## src/rtl/if_fetch_stall_pkg.sv

```systemverilog
// Shared IF-stage definitions: fetch FSM encoding, bubble instruction and
// PC increment helper used by the fetch engine and the IF/ID register.
package if_fetch_stall_pkg;

    typedef logic [2:0] fetch_state_t;

    localparam fetch_state_t IDLE      = 3'd0;
    localparam fetch_state_t REQ       = 3'd1;
    localparam fetch_state_t WAIT      = 3'd2;
    localparam fetch_state_t WAIT_DROP = 3'd3;
    localparam fetch_state_t FULL      = 3'd4;

    // addi x0,x0,0
    localparam logic [31:0] NOP_INST = 32'h0000_0013;

    function automatic logic [31:0] pc_inc(input logic [31:0] pc);
        return pc + 32'd4;
    endfunction

endpackage

```

## src/rtl/if_fetch_stall_buf.sv

```systemverilog
// One-entry fetch buffer holding a returned instruction and its PC.
// Ports: fill_i/fill_pc_i/fill_inst_i load, consume_i drains, flush_i clears;
// valid_o/pc_o/inst_o present the held entry.
module if_fetch_stall_buf #(
    parameter logic [31:0] INST_RST = 32'h0000_0013
) (
    input  logic        clk_IFID,
    input  logic        rst_IFID,
    input  logic        flush_i,
    input  logic        fill_i,
    input  logic [31:0] fill_pc_i,
    input  logic [31:0] fill_inst_i,
    input  logic        consume_i,
    output logic        valid_o,
    output logic [31:0] pc_o,
    output logic [31:0] inst_o
);

    logic        valid_q;
    logic        valid_d;
    logic [31:0] pc_q;
    logic [31:0] inst_q;

    // A fill in the same cycle as a consume keeps the entry valid.
    always_comb begin
        valid_d = valid_q;
        if (flush_i)
            valid_d = 1'b0;
        else if (fill_i)
            valid_d = 1'b1;
        else if (consume_i)
            valid_d = 1'b0;
    end

    always_ff @(posedge clk_IFID or posedge rst_IFID) begin
        if (rst_IFID) begin
            valid_q <= 1'b0;
            pc_q    <= 32'd0;
            inst_q  <= INST_RST;
        end else begin
            valid_q <= valid_d;
            if (fill_i) begin
                pc_q   <= fill_pc_i;
                inst_q <= fill_inst_i;
            end
        end
    end

    assign valid_o = valid_q;
    assign pc_o    = pc_q;
    assign inst_o  = inst_q;

endmodule

```

## src/rtl/if_fetch_stall.sv

```systemverilog
// IF-stage fetch engine: owns the PC, issues single-outstanding imem requests,
// buffers one instruction and drives the IF/ID stall register inputs.
// Ports: stall_IF/redirect_* from hazard/EX, imem_* req/gnt/rvalid fetch port,
// PC_in_IFID/inst_in_IFID/en_IFID/NOP_IFID toward the IF/ID register.
module if_fetch_stall #(
    parameter logic [31:0] RESET_PC = 32'h0000_0000,
    parameter logic [31:0] NOP_INST = if_fetch_stall_pkg::NOP_INST
) (
    input  logic        clk_IFID,
    input  logic        rst_IFID,
    input  logic        stall_IF,
    input  logic        redirect_valid,
    input  logic [31:0] redirect_pc,
    output logic        imem_req,
    output logic [31:0] imem_addr,
    input  logic        imem_gnt,
    input  logic        imem_rvalid,
    input  logic [31:0] imem_rdata,
    output logic [31:0] PC_in_IFID,
    output logic [31:0] inst_in_IFID,
    output logic        en_IFID,
    output logic        NOP_IFID
);

    import if_fetch_stall_pkg::*;

    fetch_state_t state_q;
    fetch_state_t state_d;
    logic [31:0]  pc_q;
    logic [31:0]  pc_d;
    logic [31:0]  req_pc_q;
    logic [31:0]  req_pc_d;

    logic        buf_valid;
    logic [31:0] buf_pc;
    logic [31:0] buf_inst;
    logic        fire;
    logic        fill;
    logic        can_issue;
    logic        gnt_ok;
    logic        unused_align;

    assign unused_align = ^redirect_pc[1:0];

    assign fire = buf_valid & ~stall_IF & ~redirect_valid;

    // A request may only be raised when its response is guaranteed a free
    // buffer slot, and never while IF is held.
    assign can_issue = ~stall_IF & (~buf_valid | fire | ~redirect_valid)
                     & (~buf_valid | fire);

    assign imem_req  = (state_q == REQ) & can_issue;
    assign imem_addr = pc_q;
    assign gnt_ok    = imem_req & imem_gnt;

    // Responses are only kept in WAIT; a redirect turns them stale.
    assign fill = imem_rvalid & (state_q == WAIT) & ~redirect_valid;

    always_comb begin
        state_d  = state_q;
        pc_d     = pc_q;
        req_pc_d = req_pc_q;
        if (gnt_ok) begin
            req_pc_d = pc_q;
            pc_d     = pc_inc(pc_q);
        end
        if (redirect_valid)
            pc_d = {redirect_pc[31:2], 2'b00};
        unique case (state_q)
            IDLE: state_d = REQ;
            REQ: begin
                if (redirect_valid)
                    state_d = gnt_ok ? WAIT_DROP : REQ;
                else if (gnt_ok)
                    state_d = WAIT;
                else if (buf_valid & ~fire)
                    state_d = FULL;
            end
            WAIT: begin
                if (imem_rvalid)
                    state_d = (redirect_valid | ~stall_IF) ? REQ : FULL;
                else if (redirect_valid)
                    state_d = WAIT_DROP;
            end
            WAIT_DROP: begin
                if (imem_rvalid)
                    state_d = REQ;
            end
            FULL: begin
                if (redirect_valid | fire)
                    state_d = REQ;
            end
            default: state_d = IDLE;
        endcase
    end

    always_ff @(posedge clk_IFID or posedge rst_IFID) begin
        if (rst_IFID) begin
            state_q  <= IDLE;
            pc_q     <= RESET_PC;
            req_pc_q <= RESET_PC;
        end else begin
            state_q  <= state_d;
            pc_q     <= pc_d;
            req_pc_q <= req_pc_d;
        end
    end

    if_fetch_stall_buf #(
        .INST_RST(NOP_INST)
    ) u_buf (
        .clk_IFID   (clk_IFID),
        .rst_IFID   (rst_IFID),
        .flush_i    (redirect_valid),
        .fill_i     (fill),
        .fill_pc_i  (req_pc_q),
        .fill_inst_i(imem_rdata),
        .consume_i  (fire),
        .valid_o    (buf_valid),
        .pc_o       (buf_pc),
        .inst_o     (buf_inst)
    );

    assign PC_in_IFID   = buf_pc;
    assign inst_in_IFID = buf_valid ? buf_inst : NOP_INST;
    assign en_IFID      = ~rst_IFID & ~stall_IF;
    assign NOP_IFID     = ~rst_IFID & (redirect_valid | (~stall_IF & ~buf_valid));

    a_rvalid_in_wait: assert property (
        @(posedge clk_IFID) disable iff (rst_IFID)
        imem_rvalid |-> (state_q == WAIT || state_q == WAIT_DROP));

    a_rvalid_room: assert property (
        @(posedge clk_IFID) disable iff (rst_IFID)
        (imem_rvalid && state_q == WAIT) |-> (!buf_valid || fire));

endmodule
```

## config.mk

```make
export PLATFORM = sky130hd
export DESIGN_NAME = if_fetch_stall
export DESIGN_NICKNAME = d
export VERILOG_FILES = /design/src/rtl/if_fetch_stall_pkg.sv /design/src/rtl/if_fetch_stall_buf.sv /design/src/rtl/if_fetch_stall.sv
export SDC_FILE = /design/constraint.sdc
export NUM_CORES = 1
export LEC_CHECK = 0
export CORE_MARGIN = 8
export CORE_UTILIZATION = 25
export CTS_BUF_LIST = sky130_fd_sc_hd__clkbuf_8 sky130_fd_sc_hd__clkbuf_16
export CTS_CLUSTER_DIAMETER = 100
export DETAILED_ROUTE_END_ITERATION = 8
export GPL_ROUTABILITY_DRIVEN = 0
export GPL_TIMING_DRIVEN = 0
export PLACE_DENSITY = 0.55
export SLEW_MARGIN = 40
export SYNTH_ARGS = -nofsm -noshare
export SYNTH_HDL_FRONTEND = slang
export SYNTH_SLANG_ARGS = --single-unit
export TNS_END_PERCENT = 5
```

## constraint.sdc

```tcl
create_clock -name clk_IFID -period 7.6 [get_ports clk_IFID]
set_input_delay 2.28 -clock clk_IFID [delete_from_list [all_inputs] [get_ports clk_IFID]]
set_output_delay 2.28 -clock clk_IFID [all_outputs]
set_load 0.01 [all_outputs]
```

==> results of run 1 <==
==> logic make-up after synthesis <==
kind of cell | synth area share (%)
AOI/OAI and AO/OA | 4.28
xor gates and xnor gates | 4.41
adders and majority gates | 0.217
buffers and inverters | 3.67
DFF | 54.8
muxes | 8.19
other | 0.0651
and+or+nand+nor | 24.4
==> metrics by stage <==
stage / instances / total power, uW / setup WS [ps] / TNS (ps) / utilization [%]
floorplan: 594 / 1480 / 1970 / 0 / -
global placement: 1040 / 1820 / -271 / -32400 / 34.2
detailed placement: 1042 / 1830 / 612 / 0 / 34.5
CTS: 1074 / 2670 / 616 / 0 / 37.0
global route: 1074 / 2800 / 527 / 0 / 37.0
finish: 1074 / 2620 / 647 / 0 / 37.0
==> flip-flops by register name, indices dropped and copies added, names as in the netlist <==
register,flops
state_q,3
imem_addr,30
req_pc_q,30
u_buf.valid_o,1
u_buf.pc_o,30
u_buf.inst_o,32
==> synthesized netlist by cell type, drive strengths merged, types with 2 or more instances <==
cell type and count:
nand3 15, clkbuf 25, nor3 4, dfstp 3
nor2 10, xnor2 5, o21ai 31, buf 11
inv 7, nand4 15, a21oi 3, and3 6
nand2 224, and2 30, nand2b 6, a211oi 2
xor2 24, dfrtp 123, mux2 32
==> report_power, final <==
part / internal [uW] / leakage, uW / switching [uW]
Combinational: 424 / 0.00198 / 303
Sequential: 932 / 0.00160 / 150
Clock: 504 / 0.000287 / 310
==> final timing paths <==
path,end,cells past startpoint,slack (ps),from
max,NOP_IFID,6,650,redirect_valid
max in group asynchronous,u_buf.inst_o[23]$_DFFE_PP0P_,4,4500,rst_IFID
max reg2reg,imem_addr[30]$_DFFE_PP0N_,6,5190,imem_addr[4]$_DFFE_PP0N_
min,u_buf.inst_o[4]$_DFFE_PP1P_,2,460,u_buf.inst_o[4]$_DFFE_PP1P_
min reg2reg,u_buf.inst_o[4]$_DFFE_PP1P_,2,460,u_buf.inst_o[4]$_DFFE_PP1P_
min in group asynchronous,u_buf.pc_o[16]$_DFFE_PP0P_,2,2290,rst_IFID
==> area by class of cell <==
class,instances,area (um2)
plain buffers,36,185
clock buffers,20,467
clock inverters,12,118
fillers,2291,14300
inverters,7,33.8
multi-input cells,425,2400
flip-flops and latches,126,3160
well taps,285,357
repair buffers,163,1670
==> per-layer routing <==
metal	part of all wire, %	global-route usage (%)
met1	47	16.8
met2	46	20.3
met3	5.5	4.28
met4	1.0	3.30
met5	0	0
==> worst max-delay path: stages <==
cell	delay [ps]
clkdlybuf4s50_1	620
clkbuf_1	480
clkbuf_1	470
nor2_1	150
nor2_1	120
clkdlybuf4s50_1	550
==> flow_summary_export.csv, run 1 <==
group,metric,value,unit
outcome,outcome,"completed",
floorplanning,die_w,168,um
logic_synthesis,avgSynthCellArea,9.74,um2
grt,overflow,0,
flow_run,max-cap-violations,0,
routing,routed_wl,17800,um
critical_path,cp.arrival,4670,ps
grt,antenna_found_initial,0,
critical_path,cp.required,5320,ps
clock_tree,ctsResizeCount,0,
power,power_density,313,nW/um2
timing,rsz0062_at_grt,"no",
timing,worst-slew-pin-transition,852,ps
floorplanning,fp.dieH,168,um
clock_tree,clk_pin_slew,50,ps
critical_path,cp-end-kind,"primary output",
place,place_area,7800,um2
routing,vias,4644,
power,peakVddDrop,0.151,mV
worst_hold_path,hold_class,"reg2reg",
routing,drt-initial-drc-count,183,
clock_tree,cts_tree,"built",
cells_and_area,drive_gt1_share,10.8,%
cells_and_area,finish.instance_area,8390,um2
logic_synthesis,synth_area,5760,um2
routing,wire_per_inst,16.5,um
timing,period_needed,6950,ps
logic_synthesis,synth_top_area_share,53.4,%
floorplanning,start_util,25.4,%
timing,final.setup_skew,8.04,ps
clock_tree,clock_latency,410,ps
cells_and_area,final_cell_mix,"nand2_1, clkdlybuf4s50_1, dfrtp_1",
grt,first_global_vias,4883,
timing,setup_violations,0,
logic_synthesis,synthTopCellsByArea,"dfrtp_1, nand2_1, mux2_4",
place,port_buffers,161,
routing,post-route-drc-count,0,
grt,grtUsageTotal,12.9,%
timing,fmax,0.144,GHz
timing,whs,458,ps
logic_synthesis,yosys.area.top_type,"dfrtp_1",
routing,avgViaCountPerCell,4.32,
clock_tree,cts_sinks,126,
logic_synthesis,yosysUniqueCellTypes,41,
clock_tree,cts_root_buffer,"clkbuf_16",
timing,final_min_period_over_clock_period,91.5,%
timing,hold_viol,0,
logic_synthesis,synthArstFlopShare,100,%
critical_path,path_class,"in2out",
floorplanning,die_area,28200,um2
clock_tree,cts_setup_buffers,0,
logic_synthesis,synth_edf_count,0,
cells_and_area,area_growth,45.6,%
cells_and_area,antenna_cells,0,
logic_synthesis,syn_inst,591,
routing,drt_first_pass_iters,4,
logic_synthesis,synth-warning-count,0,
timing,final-max-slew-violation-count,0,
critical_path,start_kind,"input port",
routing,antenna_left,0,
grt,grt_pass1_wl,28300,um
timing,maxSlewHeadroom,42.7,%
clock_tree,cts_buffers,17,
logic_synthesis,synth.ff_latch_count,126,
floorplanning,core,22600,um2
floorplanning,rows,55,
clock_tree,cts_max_level,4,
logic_synthesis,synthFlopType,"dfrtp_1",
cells_and_area,final_common_cell,"nand2_1",
floorplanning,boundaryPins,169,
clock_tree,clockBufferDepth,2,
critical_path,crit_fanout,10,
cells_and_area,nets,847,
power,leakagePower,0.00387,uW
place,dp_hpwl,13100,um
logic_synthesis,synth_seq_area_share,54.8,%
grt,grt_max_degree,47,
clock_tree,holdBufCountCts,0,
No activity file was read; power rests on OpenSTA's default activity.
==> inputs of run 2 (changes only) <==
--- a/config.mk
+++ b/config.mk
@@ -13,6 +13,7 @@
 export GPL_ROUTABILITY_DRIVEN = 0
 export GPL_TIMING_DRIVEN = 0
 export PLACE_DENSITY = 0.55
+export REMOVE_ABC_BUFFERS = 1
 export SLEW_MARGIN = 40
 export SYNTH_ARGS = -nofsm -noshare
 export SYNTH_HDL_FRONTEND = slang
==> constraint.sdc (replaced) <==
create_clock -name clk_IFID -period 7.6 [get_ports clk_IFID]
set_input_delay 1.52 -clock clk_IFID [delete_from_list [all_inputs] [get_ports clk_IFID]]
set_output_delay 1.52 -clock clk_IFID [all_outputs]
set_load 0.01 [all_outputs]
==> flow_summary_export.csv, run 2 (synthesized netlist as in run 1, its figures left out) <==
group,metric,value,unit
power,totalPowerFinal,2610,uW
timing,period_needed,4580,ps
power,leakagePower,0.00381,uW
cells_and_area,largest_reg_flops,32,
routing,wire_per_inst,16.1,um
place,place_area,7690,um2
routing,drt_first_pass_iters,4,
grt,antenna_found_initial,0,
timing,setup_violations,0,
worst_hold_path,hold_class,"reg2reg",
timing,fmax,0.218,GHz
critical_path,critPathMostFrequentCell,"nor2_1",
cells_and_area,drive_gt1_share,10.9,%
timing,maxSlewHeadroom,55.0,%
routing,antenna_left,0,
clock_tree,ctsResizeCount,0,
power,pwr-share-seq,41.6,%
routing,vias,4539,
critical_path,path_class,"in2out",
grt,grt_max_degree,68,
timing,rsz0062_at_grt,"no",
power,sw_frac_of_total,29.7,%
critical_path,cpPeakStageDelay,630,ps
routing,post-route-drc-count,0,
floorplanning,rows,55,
critical_path,cp.required,6080,ps
cells_and_area,filler_cell_count,2289,
floorplanning,die_w,168,um
clock_tree,holdBufCountCts,0,
timing,final-max-slew-violation-count,0,
critical_path,crit_chain,"clkdlybuf4s50_1 > nor2_1 > nor2_1 > nor2_1 > clkdlybuf4s50_1",
clock_tree,cts_sinks,126,
critical_path,start_kind,"input port",
cells_and_area,nets,816,
power,p_comb_share,27.3,%
clock_tree,clk_pin_slew,60,ps
floorplanning,fp.dieH,168,um
floorplanning,die_area,28200,um2
critical_path,crit_fanout,9,
critical_path,critical_path.slowest_cell,"clkdlybuf4s50_1",
timing,worst_slack,3020,ps
routing,drt-initial-drc-count,194,
cells_and_area,antenna_cells,0,
clock_tree,cts_root_buffer,"clkbuf_16",
timing,whs,456,ps
routing,avgViaCountPerCell,4.35,
outcome,outcome,"completed",
timing,hold_viol,0,
place,dp_worst_setup_slack,3040,ps
clock_tree,cts_tree,"built",
power,p_sw,774,uW
timing,final_min_period_over_clock_period,60.3,%
cells_and_area,final_cell_mix,"nand2_1, clkdlybuf4s50_1, dfrtp_1",
grt,grtUsageTotal,12.2,%
power,peakVddDrop,0.126,mV
clock_tree,cts_setup_buffers,0,
clock_tree,clockBufferDepth,2,
timing,final.setup_skew,8.77,ps
clock_tree,clock_latency,420,ps
critical_path,cp.arrival,3060,ps
critical_path,cp-end-kind,"primary output",
grt,overflow,0,
floorplanning,core,22600,um2
place,port_buffers,162,
flow_run,max-cap-violations,0,
grt,first_global_vias,4753,
worst_hold_path,hold_depth,2,
cells_and_area,final_common_cell,"nand2_1",
timing,fin_tns_setup,0,ps
power,power_density,315,nW/um2
place,dp_hpwl,11300,um
floorplanning,start_util,25.4,%
power,p_int,1830,uW
timing,worst-slew-pin-transition,675,ps
routing,routed_wl,16800,um
cells_and_area,area_growth,43.9,%
clock_tree,cts_max_level,4,
power,p_clk_share,31.1,%
critical_path,rr_worst_depth,6,
floorplanning,boundaryPins,169,
cells_and_area,finish.instance_area,8290,um2
grt,grt_pass1_wl,27200,um
clock_tree,cts_buffers,17,
## run 2: layout make-up
cell class	count	area, um2	area share, %
sequential	126	3160	38.1
multi-input combinational	425	2430	29.3
timing repair buffer	168	1730	20.9
clock buffer	18	439	5.30
tap	285	357	4.30
clock inverter	14	144	1.74
inverter	7	33.8	0.408
## run 2: worst max-delay path: cells and delay by family
kind	cells	cell delay [ps]
simple gates	3	360
buf+inv	2	1180
## run 2: metal layers
metal	wire [um]	vias to the layer above	global-route usage [%]	share of wire [%]
met4	198	0	3.42	1.2
met2	6930	145	17.5	41
li1	-	2219	-	-
met5	0	-	0	0
met3	1250	11	4.91	7.4
met1	8380	2164	16.6	50
## run 2: power groups by stage
stage / clock (uW) / sequential, uW / combinational (uW)
6_report: 811 / 1080 / 713
5_1_grt: 867 / 1120 / 789
4_1_cts: 839 / 1090 / 730
3_5_place_dp: 0 / 1090 / 727
3_3_place_gp: 0 / 1090 / 711
2_1_floorplan: 0 / 1100 / 349
## run 2: path summary, 6_finish.rpt
check / slack [ps] / from / end
worst max register to register: 5330 / state_q[2]$_DFFE_PP0P_ / imem_addr[22]$_DFFE_PP0N_
worst min register to register: 460 / u_buf.inst_o[1]$_DFFE_PP1P_ / u_buf.inst_o[1]$_DFFE_PP1P_
worst min-delay path: 460 / u_buf.inst_o[1]$_DFFE_PP1P_ / u_buf.inst_o[1]$_DFFE_PP1P_
min in group asynchronous: 1610 / rst_IFID / u_buf.inst_o[23]$_DFFE_PP0P_
worst max-delay path: 3020 / stall_IF / NOP_IFID
max in group asynchronous: 5280 / rst_IFID / u_buf.inst_o[0]$_DFFE_PP1P_
## run 2: metrics by stage
stage,instances,util [%]
after floorplan,558,-
after global placement,1005,33.4
after detailed placement,1010,34.0
after CTS,1042,36.5
after global routing,1043,36.6
final,1043,36.6
==> inputs of run 3 (changes only) <==
--- a/config.mk
+++ b/config.mk
@@ -12,7 +12,7 @@
 export DETAILED_ROUTE_END_ITERATION = 8
 export GPL_ROUTABILITY_DRIVEN = 0
 export GPL_TIMING_DRIVEN = 0
-export PLACE_DENSITY = 0.55
+export PLACE_DENSITY = 0.56
 export REMOVE_ABC_BUFFERS = 1
 export SLEW_MARGIN = 40
 export SYNTH_ARGS = -nofsm -noshare
==> constraint.sdc (replaced) <==
create_clock -name clk_IFID -period 4.17 [get_ports clk_IFID]
set_input_delay 0.834 -clock clk_IFID [delete_from_list [all_inputs] [get_ports clk_IFID]]
set_output_delay 0.834 -clock clk_IFID [all_outputs]
set_load 0.01 [all_outputs]
==> flow_summary_export.csv, run 3 (synthesized netlist as in run 1, its figures left out) <==
group,metric,value,unit
worst_hold_path,hold_class,"reg2reg",
timing,period_needed,3090,ps
floorplanning,fp.dieH,168,um
clock_tree,cts_tree,"built",
grt,grt_max_degree,73,
grt,grtUsageTotal,11.8,%
timing,worst-slew-pin-transition,795,ps
clock_tree,cts_sinks,126,
timing,final_min_period_over_clock_period,74.1,%
clock_tree,cts_buffers,17,
clock_tree,holdBufCountCts,0,
critical_path,cp.arrival,2260,ps
flow_run,max-cap-violations,0,
routing,vias,4482,
critical_path,worst-path-buf-inv,1,
timing,setup_violations,0,
clock_tree,clk_pin_slew,60,ps
critical_path,ff2ff_setup_slack,1720,ps
power,leakagePower,0.00381,uW
critical_path,crit_chain,"or3b_1 > a211oi_1 > clkdlybuf4s50_1",
critical_path,cpLargestDelayFamily,"simple AND/OR/NAND/NOR gates",
timing,final-max-slew-violation-count,0,
cells_and_area,final_common_cell,"nand2_1",
clock_tree,cts_max_level,4,
cells_and_area,nets,815,
place,dp_hpwl,11200,um
power,power_density,573,nW/um2
routing,wire_per_inst,15.8,um
cells_and_area,drive_gt1_share,10.4,%
clock_tree,ctsResizeCount,0,
routing,drt-initial-drc-count,180,
cells_and_area,largest_reg_flops,32,
routing,antenna_left,0,
cells_and_area,final_cell_mix,"nand2_1, clkdlybuf4s50_1, dfrtp_1",
critical_path,critical_path.slowest_cell,"or3b_1",
critical_path,cp-end-kind,"primary output",
clock_tree,clockBufferDepth,2,
cells_and_area,antenna_cells,0,
timing,fmax,0.324,GHz
clock_tree,clock_latency,410,ps
timing,final.setup_skew,10.5,ps
place,port_buffers,162,
critical_path,crit_fanout,7,
critical_path,path_class,"reg2out",
critical_path,cp.required,3340,ps
floorplanning,die_area,28200,um2
critical_path,start_kind,"register",
outcome,outcome,"completed",
floorplanning,core,22600,um2
routing,drt_first_pass_iters,6,
timing,maxSlewHeadroom,46.8,%
floorplanning,die_w,168,um
routing,avgViaCountPerCell,4.31,
clock_tree,cts_setup_buffers,0,
floorplanning,rows,55,
cells_and_area,utilization,36.6,%
power,peakVddDrop,0.194,mV
grt,overflow,0,
grt,antenna_found_initial,0,
routing,routed_wl,16400,um
floorplanning,boundaryPins,169,
timing,hold_viol,0,
timing,fin_tns_setup,0,ps
routing,post-route-drc-count,0,
clock_tree,cts_root_buffer,"clkbuf_16",
critical_path,cpPeakStageDelay,580,ps
cells_and_area,area_growth,43.7,%
grt,first_global_vias,4694,
grt,grt_pass1_wl,26600,um
floorplanning,start_util,25.4,%
timing,rsz0062_at_grt,"no",
run 3: changes by cell type in the layout (fill, tap and decap cells not counted):
cell        change
clkinv_2        -2
clkinvlp_4      -2
buf_8           -1
clkinv_4        -1
clkbuf_8        +2
inv_1           +2
run 3: where the power goes:
group	switching, uW	internal, uW	leakage, uW
combinational	543	748	0.00193
sequential	279	1700	0.00160
clock	548	921	0.000287
total	1370	3370	0.00381
run 3: final cells by class:
| class | instances | area, um2 |
|---|---|---|
| Clock buffer | 20 | 467 |
| Clock inverter | 11 | 118 |
| Fill cell | 2291 | 14400 |
| Inverter | 7 | 33.8 |
| Multi-Input combinational cell | 425 | 2430 |
| Sequential cell | 126 | 3160 |
| Tap cell | 285 | 357 |
| Timing Repair Buffer | 167 | 1710 |
run 3: worst paths after layout:
| kind | to | cells after the start | start |
|---|---|---|---|
| min in group asynchronous | u_buf.inst_o[13]$_DFFE_PP0P_ | 2 | rst_IFID |
| hold reg to reg | u_buf.inst_o[4]$_DFFE_PP1P_ | 2 | u_buf.inst_o[4]$_DFFE_PP1P_ |
| max in group asynchronous | imem_addr[25]$_DFFE_PP0N_ | 3 | rst_IFID |
| setup / recovery | imem_req | 3 | state_q[2]$_DFFE_PP0P_ |
| setup reg to reg | imem_addr[22]$_DFFE_PP0N_ | 5 | state_q[2]$_DFFE_PP0P_ |
| hold / removal | u_buf.inst_o[4]$_DFFE_PP1P_ | 2 | u_buf.inst_o[4]$_DFFE_PP1P_ |
run 3: stage by stage:
| step | instance area, um2 | instances | setup slack [ps] | hold slack (ps) | power, uW |
|---|---|---|---|---|---|
| floorplan | 5590 | 558 | -15.0 | 433 | 2650 |
| global placement | 7560 | 1005 | -2380 | 447 | 3280 |
| detailed placement | 7690 | 1010 | 1070 | 448 | 3320 |
| CTS | 8280 | 1041 | 1020 | 458 | 4830 |
| global route | 8280 | 1041 | 953 | 481 | 5050 |
| finish | 8280 | 1041 | 1080 | 454 | 4740 |
run 3: worst min-delay path, stage by stage, from the launching register on:
cell     delay (ps)
dfstp_2         360
nand2_1          50
nand2_1          50
run 3: layer usage:
metal / track usage (%) / vias up / share of wire [%] / wire length (um)
met4: 3.49 / 0 / 1.1 / 178
met3: 4.49 / 13 / 7.2 / 1180
met5: 0 / - / 0 / 0
met2: 18.3 / 132 / 44 / 7200
met1: 15.2 / 2125 / 48 / 7840
li1: - / 2212 / - / -
